==> src/rtl/inst_fetch.sv <==
// Instruction fetch stage: owns the PC, fetches words over a req/ack handshake,
// buffers them with their PCs in a prefetch FIFO and presents the head as IR.
module inst_fetch #(
  parameter logic [31:0] RESET_PC   = 32'h0000_0000,
  parameter int          FIFO_DEPTH = 2
) (
  input  logic        clk,
  input  logic        rst,
  output logic        imem_req,
  output logic [31:0] imem_addr,
  input  logic        imem_ack,
  input  logic [31:0] imem_rdata,
  output logic [31:0] IR,
  output logic [31:0] ir_pc,
  output logic        ir_valid,
  input  logic        ir_ready,
  input  logic        br_en,
  input  logic [31:0] br_target
);

  localparam int PW = (FIFO_DEPTH > 1) ? $clog2(FIFO_DEPTH) : 1;
  localparam int CW = PW + 1;
  localparam logic [CW-1:0] DEPTH_C = CW'(FIFO_DEPTH);

  typedef enum logic [1:0] {IDLE, REQ, DRAIN} state_t;

  typedef struct packed {
    logic [31:0] ins;
    logic [31:0] pc;
  } entry_t;

  state_t        state_q, state_d;
  logic [31:0]   pc_q, pc_d;
  logic [31:0]   addr_q, addr_d;
  logic [PW-1:0] wr_ptr_q, wr_ptr_d;
  logic [PW-1:0] rd_ptr_q, rd_ptr_d;
  logic [CW-1:0] count_q, count_d;
  entry_t        fifo_q [FIFO_DEPTH];

  logic          push, pop;
  logic [CW-1:0] cnt_after;
  logic [31:0]   br_pc;
  entry_t        head;

  assign br_pc     = {br_target[31:2], 2'b00};
  // A redirect wins over both a same-cycle push and a same-cycle pop.
  assign push      = (state_q == REQ) && imem_ack && !br_en;
  assign pop       = (count_q != '0) && ir_ready && !br_en;
  assign cnt_after = count_q + CW'(push) - CW'(pop);

  // State register
  always_ff @(posedge clk or posedge rst) begin
    if (rst) state_q <= IDLE;
    else     state_q <= state_d;
  end

  // Next-state logic: the outstanding request reserves a FIFO slot, so an
  // ack can never meet a full FIFO.
  always_comb begin
    state_d = state_q;
    case (state_q)
      IDLE:    if (br_en || (count_q < DEPTH_C)) state_d = REQ;
      REQ: begin
        if (imem_ack)   state_d = (br_en || (cnt_after < DEPTH_C)) ? REQ : IDLE;
        else if (br_en) state_d = DRAIN;
      end
      DRAIN:   if (imem_ack) state_d = REQ;
      default: state_d = IDLE;
    endcase
  end

  // Output logic
  always_comb begin
    head      = fifo_q[rd_ptr_q];
    imem_req  = (state_q != IDLE);
    imem_addr = addr_q;
    ir_valid  = (count_q != '0);
    IR        = ir_valid ? head.ins : 32'h0;
    ir_pc     = ir_valid ? head.pc  : 32'h0;
  end

  // Datapath: pc_q is the next address to fetch, addr_q the address on the
  // bus. They only differ while draining a request abandoned by a redirect.
  always_comb begin
    pc_d     = pc_q;
    addr_d   = addr_q;
    wr_ptr_d = wr_ptr_q;
    rd_ptr_d = rd_ptr_q;
    count_d  = count_q;
    if (br_en) begin
      pc_d     = br_pc;
      wr_ptr_d = '0;
      rd_ptr_d = '0;
      count_d  = '0;
      if ((state_q == IDLE) || imem_ack) addr_d = br_pc;
    end else begin
      if (push) wr_ptr_d = wr_ptr_q + PW'(1);
      if (pop)  rd_ptr_d = rd_ptr_q + PW'(1);
      count_d = cnt_after;
      if (push) begin
        pc_d   = pc_q + 32'd4;
        addr_d = pc_q + 32'd4;
      end
      if ((state_q == DRAIN) && imem_ack) addr_d = pc_q;
    end
  end

  always_ff @(posedge clk or posedge rst) begin
    if (rst) begin
      pc_q     <= RESET_PC;
      addr_q   <= RESET_PC;
      wr_ptr_q <= '0;
      rd_ptr_q <= '0;
      count_q  <= '0;
    end else begin
      pc_q     <= pc_d;
      addr_q   <= addr_d;
      wr_ptr_q <= wr_ptr_d;
      rd_ptr_q <= rd_ptr_d;
      count_q  <= count_d;
    end
  end

  // Storage needs no reset: entries are only visible while count_q covers them.
  always_ff @(posedge clk) begin
    if (push) fifo_q[wr_ptr_q] <= '{ins: imem_rdata, pc: addr_q};
  end

endmodule

==> config.mk <==
export PLATFORM = sky130hd
export DESIGN_NAME = inst_fetch
export DESIGN_NICKNAME = d
export VERILOG_FILES = /design/src/rtl/inst_fetch.sv
export SDC_FILE = /design/constraint.sdc
export NUM_CORES = 1
export LEC_CHECK = 0
export BUFFER_PORTS_ARGS = -buffer_cell sky130_fd_sc_hd__buf_2
export CAP_MARGIN = 20
export CORE_ASPECT_RATIO = 1.25
export CORE_MARGIN = 8
export CORE_UTILIZATION = 50
export DETAILED_ROUTE_END_ITERATION = 8
export MAX_ROUTING_LAYER = met4
export PLACE_DENSITY_LB_ADDON = 0.05
export SYNTH_ARGS = -nofsm -noshare
export SYNTH_HDL_FRONTEND = slang
export SYNTH_SLANG_ARGS = --single-unit
==> constraint.sdc <==
create_clock -name clk -period 4.94 [get_ports clk]
set_clock_uncertainty 0.1 [all_clocks]
set_input_delay 1.235 -clock clk [delete_from_list [all_inputs] [get_ports clk]]
set_output_delay 1.235 -clock clk [all_outputs]
set_load 0.1 [all_outputs]
==> summary.txt <==
Place
  • Place WS: 1420 ps
  • Placer congestion estimate: between 0.8 and 0.9
  • IO Port Bufs: 164
  • HPWL Detailed: ~14000 um

STA
  • Fin. max-slew vios: 0
  • Final worst-path cycle share: between 70 and 80%
  • Setup ws final: around 1300 ps
  • Setup TNS: 0 ps
  • Finish-stage setup viols: 0
  • Slew margin rel.: 29.3%
  • Fmax: about 270 MHz
  • Tmin final: between 3000 and 4000 ps
  • Final hold violation count: 0
  • Worst Max-Slew Pin Slew: between 1000 and 1500 ps
  • Unrepaired setup endpoints after global routing: no

Drt
  • Vias per inst: ~5.4
  • Drt pass-1 iters: 5
  • Avg WL per Cell: 18.5 um
  • Via count: ~6000
  • Initial DRC count: approximately 370
  • WL final: 20600 um
  • Post-DRT Antenna Nets: 0
  • Post-route DRC: 0

Yosys
  • Commonest register cell after synthesis: edfxtp_1
  • Mapped Nets: between 800 and 900
  • Register area share after synthesis: a little over three fifths
  • Netlist cell types: 47
  • Ranking of synthesized cells by area: edfxtp_1, dfrtp_1, mux2i_1
  • Post-synth EDFFs: roughly 130
  • Count leader, synth: edfxtp_1
  • Synth Cell Area: 0.00872 sq mm
  • Seq cells post-synth: between 150 and 200
  • Post-Synthesis Cells: between 700 and 800
  • Synth cell count leaders: edfxtp_1, nor2_1, dfrtp_1
  • Top cell type by total area after synthesis: edfxtp_1
  • Post-Syn Area per Cell: about 12 sq um
  • Async S/R FF share, synth: between 30% and 40%
  • Synth Warn #: 0
  • Share of Yosys cell area claimed by the top area cell type: a little over two fifths

CTS
  • Post-CTS setup buffer count: 0
  • CTS resizes: 0
  • Root Buffer: clkbuf_16
  • CTS tree: yes
  • H-tree Lvls: 4
  • Hold Buf Count CTS: 0
  • CTS buffer count: 17
  • Worst-path clk slew: 70 ps
  • Clk Latency, worst-skew pair: around 430 ps
  • Sink Count: ~190
  • Clock tree buffer depth: 2

Power
  • Cell Pwr Density: between 500 and 600 mW/mm^2
  • Leakage: between 4 and 5 nW
  • Maximum VDD drop: a little under 400 uV

Setup path
  • CP startpoint kind: flip-flop
  • Worst EP required: between 3000 and 4000 ps
  • Worst Setup End Kind: output port
  • Worst Path Class, Setup: reg -> out
  • CP bufs+invs: 2
  • CP max stage cell: nor2_4
  • Slowest stage delay, CP: just over 700 ps
  • Worst path arrival time: between 2000 and 2500 ps
  • Delay-heaviest family, CP: simple AND/OR/NAND/NOR gates
  • Cell chain of the critical path: nor2_4 > buf_4 > nor2_1 > buf_2
  • Worst-path fanout max: 38

Run
  • Max Cap Viol: 0

Global routing
  • Global route total overflow: 0
  • Largest net degree at the start of global routing: 65
  • Number of global-route vias before repair: around 6200
  • First-pass GRT wire length: 32800 um
  • Total global-route track usage: 19.6%
  • Initial antenna violation count: 0

Floorplanning
  • Die W: ~130 um
  • I/O pins: about 170
  • Die Ht: 164 um
  • Die area: between 0.02 and 0.025 sq mm
  • Row cnt: 54
  • Effective utilization at floorplan: 50.4%
  • Total core area: 0.0173 sq mm

Finish
  • N_diodes: 0
  • Layout area overhead: 18.8%
  • Final net count: 949
  • Layout cells sized above 1: 26.1%

Hold path
  • Tightest Hold Check Type: reg -> reg

Status
  • Status: finished clean
worst register-to-register path: stages (launching register included):
cell     delay, ps
dfrtp_1        430
nor2_4         720
buf_4          330
inv_1           70
nand2_1        120
nor2_1          60
ha_1           290
inv_1           40
ha_1           190
xnor2_1        180
nor2_1          70
mux2_2         270
a21oi_1        130
flip-flops by register name, indices dropped and copies added, names as in the netlist:
register and cells:
fifo_q 126, rd_ptr_q 1, imem_addr 31, pc_q 30, state_q 2, count_q 2, wr_ptr_q 1
power breakdown:
group / total [mW] / switching (mW) / internal [mW]
registers: 2.18 / 0.195 / 1.99
logic: 2.53 / 2.10 / 0.434
clock network: 1.37 / 0.649 / 0.726
placed cells by master, fill, tap and decap left out, types with 24 or more instances in the layout:
master	n
buf_2	164
dfrtp_1	66
edfxtp_1	126
mux2i_1	65
nand2_1	56
nand4_1	25
nor2_1	102
o21ai_0	24
xnor2_1	25
xor2_1	33
logic make-up (layout without fill, tap and decap cells):
logic type / Yosys count / in the layout / share of synthesized area, %
AOI/OAI and AO/OA: 90 / 90 / 5.98
xor gates and xnor gates: 58 / 58 / 5.82
adders and majority gates: 3 / 3 / 0.430
buffers and inverters: 59 / 219 / 2.85
DFF: 193 / 193 / 62.6
muxes: 77 / 77 / 9.01
and+or+nand+nor: 250 / 250 / 13.3
metrics by stage:
step / hold WS (ps) / util [%] / instances / area (sq um) / power, mW
after CTS: 400 / 59.8 / 1113 / 10300 / 6.13
after floorplan: 442 / - / 730 / 8730 / 4.28
final: 396 / 59.9 / 1114 / 10400 / 6.09
after global routing: 413 / 59.9 / 1114 / 10400 / 6.32
after global placement: 375 / 56.3 / 1081 / 9740 / 4.73
after detailed placement: 384 / 56.3 / 1081 / 9740 / 4.76
layer usage:
layer,vias up,track usage [%],routed length [um]
li1,2903,-,-
met1,2891,23.1,8760
met2,155,33.8,10600
met3,19,3.94,1030
met4,0,4.81,216
met5,-,-,0
area by class of cell:
class	count	area [sq um]
repair buffers	177	951
inverters	10	37.5
clock inverters	14	165
clock buffers	18	429
fillers	1456	6930
well taps	224	280
flip-flops and latches	193	5460
multi-input cells	478	3040
final timing paths:
path                                    from  cells after the start            to  slack [ps]
worst max-delay path              count_q[1]                      4      ir_pc[1]        1280
worst min-delay path            imem_addr[3]                      0  fifo_q[0][3]         400
worst max register to register    count_q[1]                     12    state_q[0]        1860
worst min register to register  imem_addr[3]                      0  fifo_q[0][3]         400
max in group asynchronous                rst                      3  imem_addr[6]        2960
min in group asynchronous                rst                      2      pc_q[22]         820
Note: power is estimated with default switching activity, not from simulation.
